--- src/rtl/spi_master_fifo.sv ---
// spi_master_fifo: SPI master with a command FIFO, runtime CPOL/CPHA and SCK divider.
// Commands {slave select, data} are queued from the control side. Each command is then
// shifted full-duplex, MSB first, and the received word is returned with a one-cycle Ready_o.
//
// state | meaning
// ------+---------------------------------------------------------------
// IDLE  | selects high, SCK follows Cpol_i, pops the next command if one is queued
// SETUP | selected slave asserted for H cycles before the first SCK edge
// XFER  | 2*DATA_W SCK toggles, one every H cycles
// HOLD  | SCK back at CPOL, select held for H cycles; result published on exit
// GAP   | selects deasserted for H cycles before the next word
module spi_master_fifo #(
  parameter int DATA_W     = 8,
  parameter int NUM_SS     = 2,
  parameter int FIFO_DEPTH = 4,
  parameter int CLKDIV_W   = 8
) (
  input  logic                Clk_i,
  input  logic                Rst_i,
  input  logic [DATA_W-1:0]   ToXmit_i,
  input  logic [NUM_SS-1:0]   Ss_i,
  input  logic                Strobe_i,
  input  logic                Cpol_i,
  input  logic                Cpha_i,
  input  logic [CLKDIV_W-1:0] ClkDiv_i,
  output logic [DATA_W-1:0]   Rcvd_o,
  output logic                Ready_o,
  output logic                XmitFull_o,
  output logic                Busy_o,
  output logic                Err_o,
  input  logic                Miso_i,
  output logic                Mosi_o,
  output logic                Sck_o,
  output logic [NUM_SS-1:0]   SsN_o
);

  localparam int PTR_W = (FIFO_DEPTH > 1) ? $clog2(FIFO_DEPTH) : 1;
  localparam int CNT_W = $clog2(FIFO_DEPTH + 1);
  localparam int TOG_W = $clog2(2 * DATA_W + 1);

  typedef enum logic [2:0] {
    S_IDLE,
    S_SETUP,
    S_XFER,
    S_HOLD,
    S_GAP
  } state_t;

  state_t state;

  logic                strobe_q;
  logic                push_edge;
  logic                ss_onehot;
  logic                fifo_full;
  logic                fifo_empty;
  logic                push_ok;
  logic                pop;

  logic [NUM_SS-1:0]   fifo_ss   [FIFO_DEPTH];
  logic [DATA_W-1:0]   fifo_data [FIFO_DEPTH];
  logic [PTR_W-1:0]    wr_ptr;
  logic [PTR_W-1:0]    rd_ptr;
  logic [CNT_W-1:0]    count;

  logic [CLKDIV_W-1:0] tmr;
  logic [CLKDIV_W-1:0] div_q;
  logic [TOG_W-1:0]    tog_left;
  logic                cpol_q;
  logic                cpha_q;
  logic [DATA_W-1:0]   tx_sr;
  logic [DATA_W-1:0]   rx_sr;

  // Toggle parity: with an even total, the toggle about to happen is odd (leading)
  // exactly when the remaining count is even.
  logic                tog_odd;
  logic                tog_sample;

  assign push_edge  = Strobe_i & ~strobe_q;
  assign ss_onehot  = (Ss_i != '0) && ((Ss_i & (Ss_i - NUM_SS'(1))) == '0);
  assign fifo_full  = (count == CNT_W'(FIFO_DEPTH));
  assign fifo_empty = (count == '0);
  // Full is judged before any same-cycle pop, so a push into a full FIFO is dropped.
  assign push_ok    = push_edge & ss_onehot & ~fifo_full;
  assign pop        = (state == S_IDLE) & ~fifo_empty;

  assign tog_odd    = ~tog_left[0];
  assign tog_sample = cpha_q ? ~tog_odd : tog_odd;

  assign XmitFull_o = fifo_full;
  assign Busy_o     = (state != S_IDLE) | ~fifo_empty;

  // Strobe edge detector
  always_ff @(posedge Clk_i or posedge Rst_i) begin
    if (Rst_i) strobe_q <= 1'b0;
    else       strobe_q <= Strobe_i;
  end

  // Sticky error: dropped command (overflow or invalid select)
  always_ff @(posedge Clk_i or posedge Rst_i) begin
    if (Rst_i)                                    Err_o <= 1'b0;
    else if (push_edge & (~ss_onehot | fifo_full)) Err_o <= 1'b1;
  end

  // FIFO storage; contents need no reset because count gates every read
  always_ff @(posedge Clk_i) begin
    if (push_ok) begin
      fifo_ss[wr_ptr]   <= Ss_i;
      fifo_data[wr_ptr] <= ToXmit_i;
    end
  end

  // FIFO pointers and occupancy
  always_ff @(posedge Clk_i or posedge Rst_i) begin
    if (Rst_i) begin
      wr_ptr <= '0;
      rd_ptr <= '0;
      count  <= '0;
    end else begin
      if (push_ok) wr_ptr <= wr_ptr + PTR_W'(1);
      if (pop)     rd_ptr <= rd_ptr + PTR_W'(1);
      case ({push_ok, pop})
        2'b10:   count <= count + CNT_W'(1);
        2'b01:   count <= count - CNT_W'(1);
        default: count <= count;
      endcase
    end
  end

  // Transfer sequencer with registered bus outputs
  always_ff @(posedge Clk_i or posedge Rst_i) begin
    if (Rst_i) begin
      state    <= S_IDLE;
      tmr      <= '0;
      div_q    <= '0;
      tog_left <= '0;
      cpol_q   <= 1'b0;
      cpha_q   <= 1'b0;
      tx_sr    <= '0;
      rx_sr    <= '0;
      Rcvd_o   <= '0;
      Ready_o  <= 1'b0;
      Mosi_o   <= 1'b0;
      Sck_o    <= 1'b0;
      SsN_o    <= '1;
    end else begin
      Ready_o <= 1'b0;
      case (state)
        S_IDLE: begin
          Sck_o <= Cpol_i;
          SsN_o <= '1;
          if (pop) begin
            cpol_q <= Cpol_i;
            cpha_q <= Cpha_i;
            div_q  <= ClkDiv_i;
            tmr    <= ClkDiv_i;
            tx_sr  <= fifo_data[rd_ptr];
            rx_sr  <= '0;
            SsN_o  <= ~fifo_ss[rd_ptr];
            // Mode 0/2 slaves sample on the leading edge, so the MSB goes out during SETUP.
            if (!Cpha_i) Mosi_o <= fifo_data[rd_ptr][DATA_W-1];
            state  <= S_SETUP;
          end
        end

        S_SETUP: begin
          Sck_o <= cpol_q;
          if (tmr == '0) begin
            tmr      <= div_q;
            tog_left <= TOG_W'(2 * DATA_W);
            state    <= S_XFER;
          end else begin
            tmr <= tmr - CLKDIV_W'(1);
          end
        end

        S_XFER: begin
          if (tmr == '0) begin
            tmr      <= div_q;
            Sck_o    <= ~Sck_o;
            tog_left <= tog_left - TOG_W'(1);
            if (tog_sample) begin
              rx_sr <= {rx_sr[DATA_W-2:0], Miso_i};
            end else if (cpha_q) begin
              Mosi_o <= tx_sr[DATA_W-1];
              tx_sr  <= tx_sr << 1;
            end else if (tog_left != TOG_W'(1)) begin
              Mosi_o <= tx_sr[DATA_W-2];
              tx_sr  <= tx_sr << 1;
            end
            if (tog_left == TOG_W'(1)) state <= S_HOLD;
          end else begin
            tmr <= tmr - CLKDIV_W'(1);
          end
        end

        S_HOLD: begin
          if (tmr == '0) begin
            tmr     <= div_q;
            SsN_o   <= '1;
            Rcvd_o  <= rx_sr;
            Ready_o <= 1'b1;
            state   <= S_GAP;
          end else begin
            tmr <= tmr - CLKDIV_W'(1);
          end
        end

        S_GAP: begin
          Sck_o <= cpol_q;
          if (tmr == '0) state <= S_IDLE;
          else           tmr   <= tmr - CLKDIV_W'(1);
        end

        default: state <= S_IDLE;
      endcase
    end
  end

endmodule

--- config.mk ---
export PLATFORM = sky130hd
export DESIGN_NAME = spi_master_fifo
export DESIGN_NICKNAME = d
export VERILOG_FILES = /design/src/rtl/spi_master_fifo.sv
export SDC_FILE = /design/constraint.sdc
export NUM_CORES = 1
export LEC_CHECK = 0
export CAP_MARGIN = 20
export CORE_UTILIZATION = 35
export DETAILED_ROUTE_END_ITERATION = 7
export SLEW_MARGIN = 20
export SYNTH_ARGS = -nofsm -noshare
export SYNTH_HDL_FRONTEND = slang
export SYNTH_SLANG_ARGS = --single-unit
--- constraint.sdc ---
create_clock -name Clk_i -period 7.1 [get_ports Clk_i]
set_input_delay 0.71 -clock Clk_i [delete_from_list [all_inputs] [get_ports Clk_i]]
set_output_delay 0.71 -clock Clk_i [all_outputs]
set_load 0.1 [all_outputs]
Word-level counts from Yosys, hierarchy flattened
Memories as Yosys holds them, arrays and structs flattened.
Index checks and enable logic that the tools add are counted.

cells by class
  add/subtract/negate cells = 7
  equality and inequality tests = 20
  mux-type cells = 42
  bitwise logic cells = 15
  reductions and logical operators = 25

operators by type and width
  kind                                                                   number
  8-bit two-way mux                                                      11
  8-bit one-hot mux with 2 select lines                                  2
  8-bit one-hot mux with 3 select lines                                  1
  2-bit != test, second input constant                                   10
  3-bit two-way mux                                                      6
  3-bit one-hot mux with 5 select lines                                  1
  1-bit two-way mux                                                      12
  6-bit AND reduction                                                    2
  5-bit two-way mux                                                      2
  5-bit one-hot mux with 2 select lines                                  1
  2-bit nonzero test                                                     5
  3-bit nonzero test                                                     3
  8-bit zero test                                                        1
  2-bit AND reduction                                                    4
  8-bit by 1-bit subtractor with 8-bit output, second input constant     1
  3-bit by 2-bit equality test with 1-bit output, second input constant  2
  3-bit equality test, second input constant                             2
  3-bit zero test                                                        2
  1-bit NOT                                                              6
  3-bit one-hot mux with 2 select lines                                  1
  3-bit AND reduction                                                    2
  1-bit AND                                                              5
  5-bit by 1-bit equality test with 1-bit output, second input constant  1
  5-bit by 1-bit != test with 1-bit output, second input constant        1
  22 further kinds                                                       25

word-level totals
  flip-flop bits (word level) = 64
  RAM bits = 40
  bits of input ports = 24
  output and inout bits = 16
  logic and storage cells = 129
  memories kept = 2

memories
  memory     words  bits a word  read ports  clocked after Yosys merged registers in  wr ports  line  text
  fifo_data  4      8            1           0                                        1         60    logic [DATA_W-1:0] fifo_data [FIFO_DEPTH];
  fifo_ss    4      2            1           0                                        1         59    logic [NUM_SS-1:0] fifo_ss [FIFO_DEPTH];

Longest topological paths before layout
Gate-level depths: netlist of the first run.

  word-level depth = 8
  depth in mapped cells = 10
  depth with buffers taken out = 10

Least setup slack after synthesis of the first run
OpenSTA, ideal clock, no wires.

  kind = reg-to-reg
  start point = reg count[0]
  end point = reg count[2]
  setup time = 79 ps
  data arrival time = 2,672 ps
  required time = 7,021 ps
  path slack = 4,348 ps
  stages on the path, launching flop included = 11
  buffers on the path = 0
  period minus slack after synthesis = 2,752 ps
  cell sequence = dfrtp_1 > inv_1 > and3_1 > nor3_1 > inv_1 > ha_1 > inv_1 > fa_1 > xor2_1 > nor2_1 > xor2_1

between the ends
  longest elaborated chain between the ends = 5
  elaborated cells between the ends (all ways) = 12
  those cells by class = add/sub: 2; eq/ne: 3; mux: 1; bitwise: 4; reduce/logical: 2

ends and longest elaborated chain
  item                                                                                          line  text
  start, declared                                                                               63    logic [CNT_W-1:0] count;
  start signal, assigned                                                                        122   2'b10: count <= count + CNT_W'(1);
  start signal, assigned                                                                        123   2'b01: count <= count - CNT_W'(1);
  start signal, assigned                                                                        124   default: count <= count;
  3-bit equality test *                                                                         80    assign fifo_full = (count == CNT_W'(FIFO_DEPTH));
  net XmitFull_o                                                                                28    output logic XmitFull_o,
  1-bit NOT *                                                                                   83    assign push_ok = push_edge & ss_onehot & ~fifo_full;
  1-bit AND *                                                                                   83
  2-bit by 1-bit equality test with 1-bit output / 2-bit equality test (equally long branches)  121   case ({push_ok, pop})
  3-bit one-hot mux with 2 select lines / 2-bit nonzero test (equally long branches)            n/a

Mark *: on every way through the listed nets, which the timed path passes. The rest lies on a longest branch.
A chain may end at the register's enable or synchronous reset.

Final worst setup path of the first run
  start point = reg state[0]
  end point = out Busy_o

between the ends
  longest elaborated chain between the ends = 2

ends and longest elaborated chain
  item                    line  text
  start, declared         49    state_t state;
  start signal, assigned  132   state <= S_IDLE;
  start signal, assigned  161   state <= S_SETUP;
  start signal, assigned  170   state <= S_XFER;
  3-bit nonzero test      90    assign Busy_o = (state != S_IDLE) | ~fifo_empty;
  1-bit OR                90
  end, declared           29    output logic Busy_o,

No other way between the ends.

==> metrics.cfg, run 1 <==
[run_status]
status=completed

[floorplanning]
die_h_um=119.1
start_util_pct=36.07
core-area_sq_um=13300
die_area_sq_um=14170
die_w_um=119.1
num_io_pins=40
fp-row-count=42

[timing]
final-setup-viol-count=0
worstMarginPinSlew_ns=0.9810
relSlewSlack_pct=34.40
slew_viol_final=0
fmax_mhz=282.2
period_needed_ns=3.544
finalCritPeriodShare_pct=49.92
skew_ns=0.008155
rsz0062_at_grt=false
tns_ns=0
finalHoldViolations=0

[logic_synthesis]
avgSynthCellArea_sq_um=12.52
ys_warn_count=0
synth_seq_area_share_pct=58.49
synth-seq-cells=104
synthDistinctLibCells=58
syn_inst=383
async_reset_ff_share_pct=61.54
ys.flop_type=dfrtp_1
synth_nets=416
synth_area_sq_um=4796
synth_edf_count=40

[cts]
insertion_delay_ns=0.35
cts_inserted_buffers=9
ctsHoldBuffers=0
clock-root-buffer=clkbuf_16
postCtsSetupBuffers=0
cts.sinks=104
cts_tree=built
clockBufferDepth=2
h-tree-depth=3
cts_resized=0
clkTransAtPathRegs_ns=0.07

[pwr]
clockPowerShare_pct=25.8
p_switching_mw=0.6829
p_leak_nw=2.254
comb_power_share_pct=28.9
ir_drop_v=0.0001702
pwr_density_cell_nw_per_um2=350.9
seq_power_share_pct=45.3
switching_share_pct=34.54
intPower_mw=1.294

[grt]
grt_pass1_wl_mm=15.41
grt_pass1_vias=3019
grt_overflow=0
grt_max_degree=65
track_usage_pct=14.12
antenna_found_initial=0

[routing]
wirelength_mm=8.871
first_pass_iters=4
ant_nets=0
first_iter_violations=161
viasPerCell=4.962
vias=2972
wire_per_inst_um=14.81
drc=0

[layout]
synthToLayoutAreaGrowth_pct=17.51
finalNonFillerCells=599
drive_gt1_share_pct=14.18
nets=451
diodes=0

[placement]
hpwl_mm=6.045
dp_cells=583
io_buffers=39
gp_congestion=0.8022

[worst_setup_path]
path_class=reg2out
crit_path_max_fanout=27
crit_required_ns=6.39
crit_arrival_ns=2.83
endpoint_kind=primary output
ff2ff_setup_slack_ns=4.45
startpoint_type=flip-flop

[worst_hold_path]
hold_class=reg2reg

[run]
maxCapViolCount=0

registers in the layout, indices dropped and copies added, names as in the netlist:
register and flops:
fifo_data 32, Rcvd_o 8, div_q 8, fifo_ss 8
rx_sr 8, tmr 8, tx_sr 8, tog_left 5
count 3, state 3, SsN_o 2, rd_ptr 2
wr_ptr 2, Err_o 1, Mosi_o 1, Ready_o 1
Sck_o 1, cpha_q 1, cpol_q 1, strobe_q 1
power by group through the flow:
stage | Clock (mW) | Sequential, mW | Combinational (mW)
4_1_cts | 0.524 | 0.898 | 0.577
3_5_place_dp | 0 | 0.908 | 0.575
3_3_place_gp | 0 | 0.905 | 0.563
5_1_grt | 0.548 | 0.923 | 0.631
2_1_floorplan | 0 | 0.922 | 0.423
6_report | 0.510 | 0.896 | 0.571
cell usage in the layout (no fill, tap or decap), types with 5 or more instances in the layout:
| cell type | n |
|---|---|
| mux2i_1 | 16 |
| clkdlybuf4s50_1 | 39 |
| nand2_1 | 35 |
| o21ai_0 | 24 |
| a22o_1 | 5 |
| xor2_1 | 5 |
| dfrtp_1 | 62 |
| inv_1 | 22 |
| nor2_1 | 14 |
| mux4_2 | 10 |
| xnor2_1 | 6 |
| nand3_1 | 5 |
| clkbuf_16 | 9 |
| ha_1 | 8 |
| mux2_2 | 18 |
| nor3_1 | 11 |
| a21oi_1 | 16 |
| edfxtp_1 | 40 |
cell type report:
class                           instances  area, sq um
Sequential cell                       104         2805
Inverter                               24        90.09
Clock buffer                           10        229.0
Timing Repair Buffer                   41        405.4
Multi-Input combinational cell        238         1808
Clock inverter                          6        77.57
Tap cell                              176        220.2
Fill cell                            1248         7660
through the flow:
step           worst slack [ns]  total power [mW]  hold WS [ns]  cell area (sq um)  util [%]
3_3_place_gp              3.999             1.468        0.4584               5324     40.04
6_report                  3.556             1.977        0.4879               5635     42.39
4_1_cts                   3.561             1.999        0.4922               5630     42.35
3_5_place_dp              3.958             1.483        0.4758               5324     40.04
2_1_floorplan             4.348             1.345        0.4490               4796         -
5_1_grt                   3.381             2.102        0.5154               5635     42.39
metal layers:
metal  track usage, %  vias up  wire, um
li1                 -     1466         -
met4            7.832        0       237
met1            19.23     1436      4367
met3            2.347       14       292
met5                0        -         0
met2            21.40       56      3973
worst paths after layout:
| kind | from | end | depth (start not counted) |
|---|---|---|---|
| min in group asynchronous | Rst_i | Rcvd_o[6]$_DFFE_PP0P_ | 3 |
| worst min-delay path | tx_sr[7]$_DFFE_PP0P_ | tx_sr[7]$_DFFE_PP0P_ | 1 |
| max in group asynchronous | Rst_i | div_q[5]$_DFFE_PP0P_ | 3 |
| worst max-delay path | state[0]$_DFFE_PP0P_ | Busy_o | 3 |
| worst max register to register | tmr[0]$_DFFE_PP0P_ | Mosi_o$_DFFE_PP0P_ | 7 |
| worst min register to register | tx_sr[7]$_DFFE_PP0P_ | tx_sr[7]$_DFFE_PP0P_ | 1 |
cells by family after synthesis:
family                   after synthesis  share of synthesized area, %
buffers and inverters                 41                         3.913
AND/OR/NAND/NOR                       93                         9.810
adder cells (fa/ha/maj)                9                         2.505
AO/OA/AOI/OAI                         80                         10.70
flip-flops                           104                         58.49
XOR/XNOR                              11                         2.009
multiplexers                          45                         12.57
worst max-delay path, cell delays in order, from the launching register on:
cell,delay (ns)
dfrtp_1,0.66
nor3_1,0.67
nand2_1,0.14
clkdlybuf4s50_1,1.00
cell usage after synthesis (all sizes together) (6+ instances only):
| library cell | count | area share [%] |
|---|---|---|
| dfrtp | 62 | 32 |
| edfxtp | 40 | 25 |
| nand2 | 35 | 2.7 |
| o21ai | 29 | 3.1 |
| inv | 24 | 1.9 |
| mux2 | 19 | 4.5 |
| a21oi | 18 | 2.0 |
| mux2i | 16 | 3.3 |
| nor2 | 16 | 1.6 |
| nor3 | 13 | 1.5 |
| buf | 11 | 1.6 |
| mux4 | 10 | 4.7 |
| ha | 8 | 2.1 |
| clkbuf | 6 | 0.47 |
| xnor2 | 6 | 1.1 |
(Power assumes the default switching activity.)
==> run 2: changes to the inputs <==
- clock period: 7.1 -> 3.05 ns (I/O delays scaled with it)
==> run 2 against run 1 <==
Compared with the run above:
- final cell count is 1.3% higher
- sequential share of layout area fell by 0.27 points
- clock-buffer cell count is the same
- first-iteration DRC count is 40% lower
- clock skew about the same
==> metrics.cfg, run 2 (synthesis results as in run 1) <==
[worst_setup_path]
reg2reg_to=Rcvd_o[7]$_DFFE_PP0P_  ; was Mosi_o$_DFFE_PP0P_
crit_required_ns=3.29  ; was 6.39 ns
endpoint_kind=flip-flop  ; was primary output
crit_path_max_fanout=10  ; was 27
startpoint=tmr[0]$_DFFE_PP0P_  ; was state[0]$_DFFE_PP0P_
reg2reg_from=tmr[0]$_DFFE_PP0P_  ; unchanged
ff2ff_setup_slack_ns=0.65  ; was 4.45 ns
worstRegToRegCells=6  ; was 7
crit_arrival_ns=2.64  ; was 2.83 ns
path_class=reg2reg  ; was reg2out
startpoint_type=flip-flop  ; unchanged

[routing]
vias=3072  ; was 2972
ant_nets=0  ; unchanged
first_iter_violations=96  ; was 161
drc=0  ; unchanged
wirelength_mm=9.247  ; was 8.871 mm
first_pass_iters=5  ; was 4
viasPerCell=5.061  ; was 4.962
wire_per_inst_um=15.23  ; was 14.81 um

[layout]
final_util_pct=42.62  ; was 42.39%
finalInstanceArea_sq_um=5667  ; was 5635 sq um
final_common_cell=dfrtp_1  ; unchanged
drive_gt1_share_pct=17.63  ; was 14.18%
finalNonFillerCells=607  ; was 599
synthToLayoutAreaGrowth_pct=18.16  ; was 17.51%
nets=459  ; was 451
largest_register_ffs=32  ; unchanged
fillerInstances=1242  ; was 1248
final_cell_mix=dfrtp_1, edfxtp_1, nand2_1  ; was dfrtp_1, edfxtp_1, clkdlybuf4s50_1
diodes=0  ; unchanged
largest-register=fifo_data  ; unchanged

[cts]
h-tree-depth=3  ; unchanged
cts_resized=0  ; unchanged
ctsHoldBuffers=0  ; unchanged
clkTransAtPathRegs_ns=0.07  ; about the same
cts_inserted_buffers=9  ; unchanged
cts.sinks=104  ; unchanged
postCtsSetupBuffers=0  ; unchanged
insertion_delay_ns=0.35  ; about the same
clock-root-buffer=clkbuf_16  ; unchanged
clockBufferDepth=2  ; unchanged
cts_tree=built  ; unchanged

[timing]
final-setup-viol-count=0  ; unchanged
whs_ns=0.4319  ; was 0.4879 ns
finalHoldViolations=0  ; unchanged
fin_ws_ns=0.6502  ; was 3.556 ns
relSlewSlack_pct=35.18  ; was 34.40%
slew_viol_final=0  ; unchanged
period_needed_ns=2.400
skew_ns=0.007656  ; was 0.008155 ns
worstMarginPinSlew_ns=0.9693  ; was 0.9810 ns
fmax_mhz=416.7
tns_ns=0  ; unchanged
rsz0062_at_grt=false  ; unchanged
finalCritPeriodShare_pct=78.68

[floorplanning]
num_io_pins=40  ; unchanged
core-area_sq_um=13300  ; unchanged
start_util_pct=36.07  ; unchanged
die_w_um=119.1  ; unchanged
fp-row-count=42  ; unchanged
die_h_um=119.1  ; unchanged
die_area_sq_um=14170  ; unchanged

[placement]
hpwl_mm=6.294  ; was 6.045 mm
io_buffers=39  ; unchanged
gp_congestion=0.7737  ; was 0.8022
dp_slack_ns=0.6148  ; was 3.958 ns
dp_cells=591  ; was 583
post_dp_cell_area_sq_um=5361  ; was 5324 sq um

[worst_hold_path]
hold_class=in2reg  ; was reg2reg
hold_depth=1  ; unchanged
min_from=Strobe_i  ; was tx_sr[7]$_DFFE_PP0P_
min_to=strobe_q$_DFF_PP0_  ; was tx_sr[7]$_DFFE_PP0P_

[run_status]
status=completed  ; unchanged

[pwr]
seq_power_share_pct=43.8  ; was 45.3%
pwr_density_cell_nw_per_um2=818.0  ; was 350.9 nW/um^2
switching_share_pct=34.71  ; was 34.54%
intPower_mw=3.026  ; was 1.294 mW
ir_drop_v=0.0002958  ; was 0.0001702 V
p_leak_nw=2.301  ; was 2.254 nW
p_switching_mw=1.609  ; was 0.6829 mW
total_power_mw=4.635  ; was 1.977 mW
comb_power_share_pct=30.3  ; was 28.9%
clockPowerShare_pct=25.9  ; was 25.8%

[grt]
grt_overflow=0  ; unchanged
grt_pass1_wl_mm=15.86  ; was 15.41 mm
grt_max_degree=65  ; unchanged
antenna_found_initial=0  ; unchanged
grt_pass1_vias=3041  ; was 3019
track_usage_pct=14.35  ; was 14.12%

[run]
maxCapViolCount=0  ; unchanged

[run 2: worst max-delay path by stage]
stage / to / slack (ns) / cells past startpoint
after floorplan: count[2]$_DFFE_PP0P_ / 0.30 / 10
after global placement: count[2]$_DFFE_PP0P_ / 0.68 / 11
after detailed placement: count[2]$_DFFE_PP0P_ / 0.61 / 11
after CTS: Rcvd_o[7]$_DFFE_PP0P_ / 0.60 / 6
after global routing: Rcvd_o[1]$_DFFE_PP0P_ / 0.43 / 6
final: Rcvd_o[7]$_DFFE_PP0P_ / 0.65 / 6
[run 2: power by group through the flow]
stage / Sequential [mW] / Clock (mW) / Combinational [mW]
final: 2.03 / 1.20 / 1.40
after global routing: 2.08 / 1.29 / 1.56
after CTS: 2.03 / 1.23 / 1.42
after detailed placement: 2.06 / 0 / 1.42
after global placement: 2.05 / 0 / 1.39
after floorplan: 2.15 / 0 / 0.984
[run 2: worst max-delay path, stage by stage (launching register included)]
cell and delay, ns:
dfrtp_1 0.41, inv_1 0.10, ha_1 0.22, nor3b_1 0.36
nand3_1 0.40, nor2_4 0.42, mux2_2 0.38
[run 2: final cells by class]
class | instances | area (sq um) | share of cell area [%]
sequential | 104 | 2805 | 49.50
multi-input combinational | 238 | 1803 | 31.82
timing repair buffer | 49 | 442.9 | 7.816
clock buffer | 10 | 229.0 | 4.041
tap | 176 | 220.2 | 3.886
inverter | 24 | 90.09 | 1.590
clock inverter | 6 | 76.32 | 1.347
[run 2: routing by layer]
metal	up-vias	part of all wire [%]	routed length, um	GRT usage [%]
met4	0	1.7	158	6.646
met1	1528	48	4482	20.09
met3	12	3.5	322	2.634
met5	-	0	0	0
met2	55	46	4282	21.51
li1	1477	-	-	-
==> run 3: changes to the inputs <==
- clock period: 3.05 -> 2.5 ns (I/O delays scaled with it)
==> run 3 against run 2 <==
Compared with the run above:
- final cell count is 1.2% higher
- clock power increased by 18%
- register-to-register slack worse by 0.34 ns
- sequential share of layout area decreased by 0.44 points
- die area unchanged
- first-iteration DRC count is 51% higher
- sequential power is 21% higher
- combinational power is 27% higher
- critical path type unchanged
- highest routed layer unchanged
==> metrics.cfg, run 3 (synthesis results as in run 1) <==
[run_status]
status=completed  ; unchanged

[placement]
post_dp_cell_area_sq_um=5423  ; was 5361 sq um
hpwl_mm=6.464  ; was 6.294 mm
io_buffers=39  ; unchanged
gp_congestion=0.7596  ; was 0.7737

[routing]
wirelength_mm=9.353  ; was 9.247 mm
wire_per_inst_um=15.23  ; about the same
first_pass_iters=4  ; was 5
first_iter_violations=145  ; was 96
viasPerCell=5.055  ; was 5.061
vias=3104  ; was 3072
drc=0  ; unchanged
ant_nets=0  ; unchanged

[layout]
largest-register=fifo_data  ; unchanged
drive_gt1_share_pct=20.55  ; was 17.63%
largest_register_ffs=32  ; unchanged
finalInstanceArea_sq_um=5718  ; was 5667 sq um
nets=466  ; was 459
final_common_cell=dfrtp_1  ; unchanged
synthToLayoutAreaGrowth_pct=19.23  ; was 18.16%
final_util_pct=43.01  ; was 42.62%
final_cell_mix=dfrtp_1, edfxtp_1, nand2_1  ; unchanged
diodes=0  ; unchanged

[cts]
cts_tree=built  ; unchanged
cts.sinks=104  ; unchanged
insertion_delay_ns=0.35  ; about the same
clock-root-buffer=clkbuf_16  ; unchanged
postCtsSetupBuffers=0  ; unchanged
clkTransAtPathRegs_ns=0.07  ; about the same
clockBufferDepth=2  ; unchanged
cts_inserted_buffers=9  ; unchanged
cts_resized=0  ; unchanged
h-tree-depth=3  ; unchanged
ctsHoldBuffers=0  ; unchanged

[floorplanning]
fp-row-count=42  ; unchanged
start_util_pct=36.07  ; unchanged
die_area_sq_um=14170  ; unchanged
num_io_pins=40  ; unchanged
die_w_um=119.1  ; unchanged
core-area_sq_um=13300  ; unchanged
die_h_um=119.1  ; unchanged

[worst_setup_path]
startpoint=tmr[0]$_DFFE_PP0P_  ; unchanged
path_cells=inv_1 -> ha_1 -> nor3b_1 -> buf_4 -> nand3_1 -> buf_4 -> nor4b_1 -> a21oi_1 -> o21ai_0  ; was inv_1 -> ha_1 -> nor3b_1 -> nand3_1 -> nor2_4 -> mux2_2
cp_slowest_cell=dfrtp_1  ; was nor2_4
path_buf_inv=3  ; was 1
reg2reg_from=tmr[0]$_DFFE_PP0P_  ; unchanged
crit_arrival_ns=2.44  ; was 2.64 ns
worstRegToRegCells=9  ; was 6
max_stage_delay_ns=0.41  ; was 0.42 ns
endpoint_kind=flip-flop  ; unchanged
crit_path_frequent_cell=buf_4
crit_path_max_fanout=9  ; was 10
crit_required_ns=2.76  ; was 3.29 ns
startpoint_type=flip-flop  ; unchanged
reg2reg_to=tog_left[3]$_DFFE_PP0P_  ; was Rcvd_o[7]$_DFFE_PP0P_
ff2ff_setup_slack_ns=0.31  ; was 0.65 ns
critPathTopFamily=simple AND/OR/NAND/NOR gates  ; unchanged
path_class=reg2reg  ; unchanged

[grt]
grt_pass1_wl_mm=16.06  ; was 15.86 mm
track_usage_pct=14.56  ; was 14.35%
grt_overflow=0  ; unchanged
grt_pass1_vias=3152  ; was 3041
antenna_found_initial=0  ; unchanged
grt_max_degree=65  ; unchanged

[pwr]
comb_power_share_pct=31.4  ; was 30.3%
pwr_density_cell_nw_per_um2=988.4  ; was 818.0 nW/um^2
p_leak_nw=2.356  ; was 2.301 nW
clockPowerShare_pct=25.0  ; was 25.9%
seq_power_share_pct=43.5  ; was 43.8%
p_switching_mw=1.948  ; was 1.609 mW
switching_share_pct=34.47  ; was 34.71%
intPower_mw=3.704  ; was 3.026 mW
total_power_mw=5.652  ; was 4.635 mW
ir_drop_v=0.0004218  ; was 0.0002958 V

[timing]
tns_ns=0  ; unchanged
finalHoldViolations=0  ; unchanged
fmax_mhz=457.2  ; was 416.7 MHz
period_needed_ns=2.187  ; was 2.400 ns
worstMarginPinSlew_ns=0.5935  ; was 0.9693 ns
skew_ns=0.01040  ; was 0.007656 ns
finalCritPeriodShare_pct=87.49  ; was 78.68%
final-setup-viol-count=0  ; unchanged
relSlewSlack_pct=60.43  ; was 35.18%
slew_viol_final=0  ; unchanged
rsz0062_at_grt=false  ; unchanged

[worst_hold_path]
hold_class=in2async  ; was in2reg

[run]
maxCapViolCount=0  ; unchanged

## run 3: changes by cell type in the layout (fill, tap and decap cells not counted), sizes merged
cell / previous run / this run
inv: 27 / 26
buf: 19 / 33
clkdlybuf4s50: 30 / 23
clkinvlp: 2 / 1
clkinv: 0 / 2
## run 3: power by group through the flow
stage	registers [mW]	clock network, mW	logic, mW
2_1_floorplan	2.62	0	1.20
3_3_place_gp	2.48	0	1.75
3_5_place_dp	2.50	0	1.79
4_1_cts	2.46	1.46	1.79
5_1_grt	2.52	1.53	1.96
6_report	2.46	1.42	1.78
## run 3: routing by layer
metal,global-route usage [%],routed length (um)
met5,0,0
met4,4.905,115
met3,4.358,387
met2,22.75,4425
met1,19.21,4425
## run 3: cell type report
type / instances / area (sq um)
Tap cell: 176 / 220.2
Sequential cell: 104 / 2805
Inverter: 24 / 90.09
Clock inverter: 6 / 66.31
Timing Repair Buffer: 56 / 503.0
Clock buffer: 10 / 229.0
Multi-Input combinational cell: 238 / 1804
Fill cell: 1241 / 7577
## run 3: worst min-delay path, stage by stage
cell	delay [ns]
clkdlybuf4s50_1	0.41
inv_2	0.07
buf_12	0.28
## run 3: worst max path at each step
stage                                   end  slack [ns]  depth (start not counted)
floorplan              count[2]$_DFFE_PP0P_        0.09                         10
global placement       count[2]$_DFFE_PP0P_        0.32                         10
detailed placement     count[2]$_DFFE_PP0P_        0.22                         10
CTS                   Rcvd_o[3]$_DFFE_PP0P_        0.33                          7
global route        tog_left[3]$_DFFE_PP0P_        0.13                          9
finish              tog_left[3]$_DFFE_PP0P_        0.31                          9
## run 3: through the flow
| step | hold slack (ns) | setup slack, ns | instances |
|---|---|---|---|
| floorplan | 0.2814 | 0.08519 | 383 |
| global placement | 0.4603 | 0.3200 | 598 |
| detailed placement | 0.4674 | 0.2218 | 598 |
| CTS | 0.3099 | 0.3300 | 614 |
| global route | 0.3073 | 0.1319 | 614 |
| finish | 0.2730 | 0.3126 | 614 |
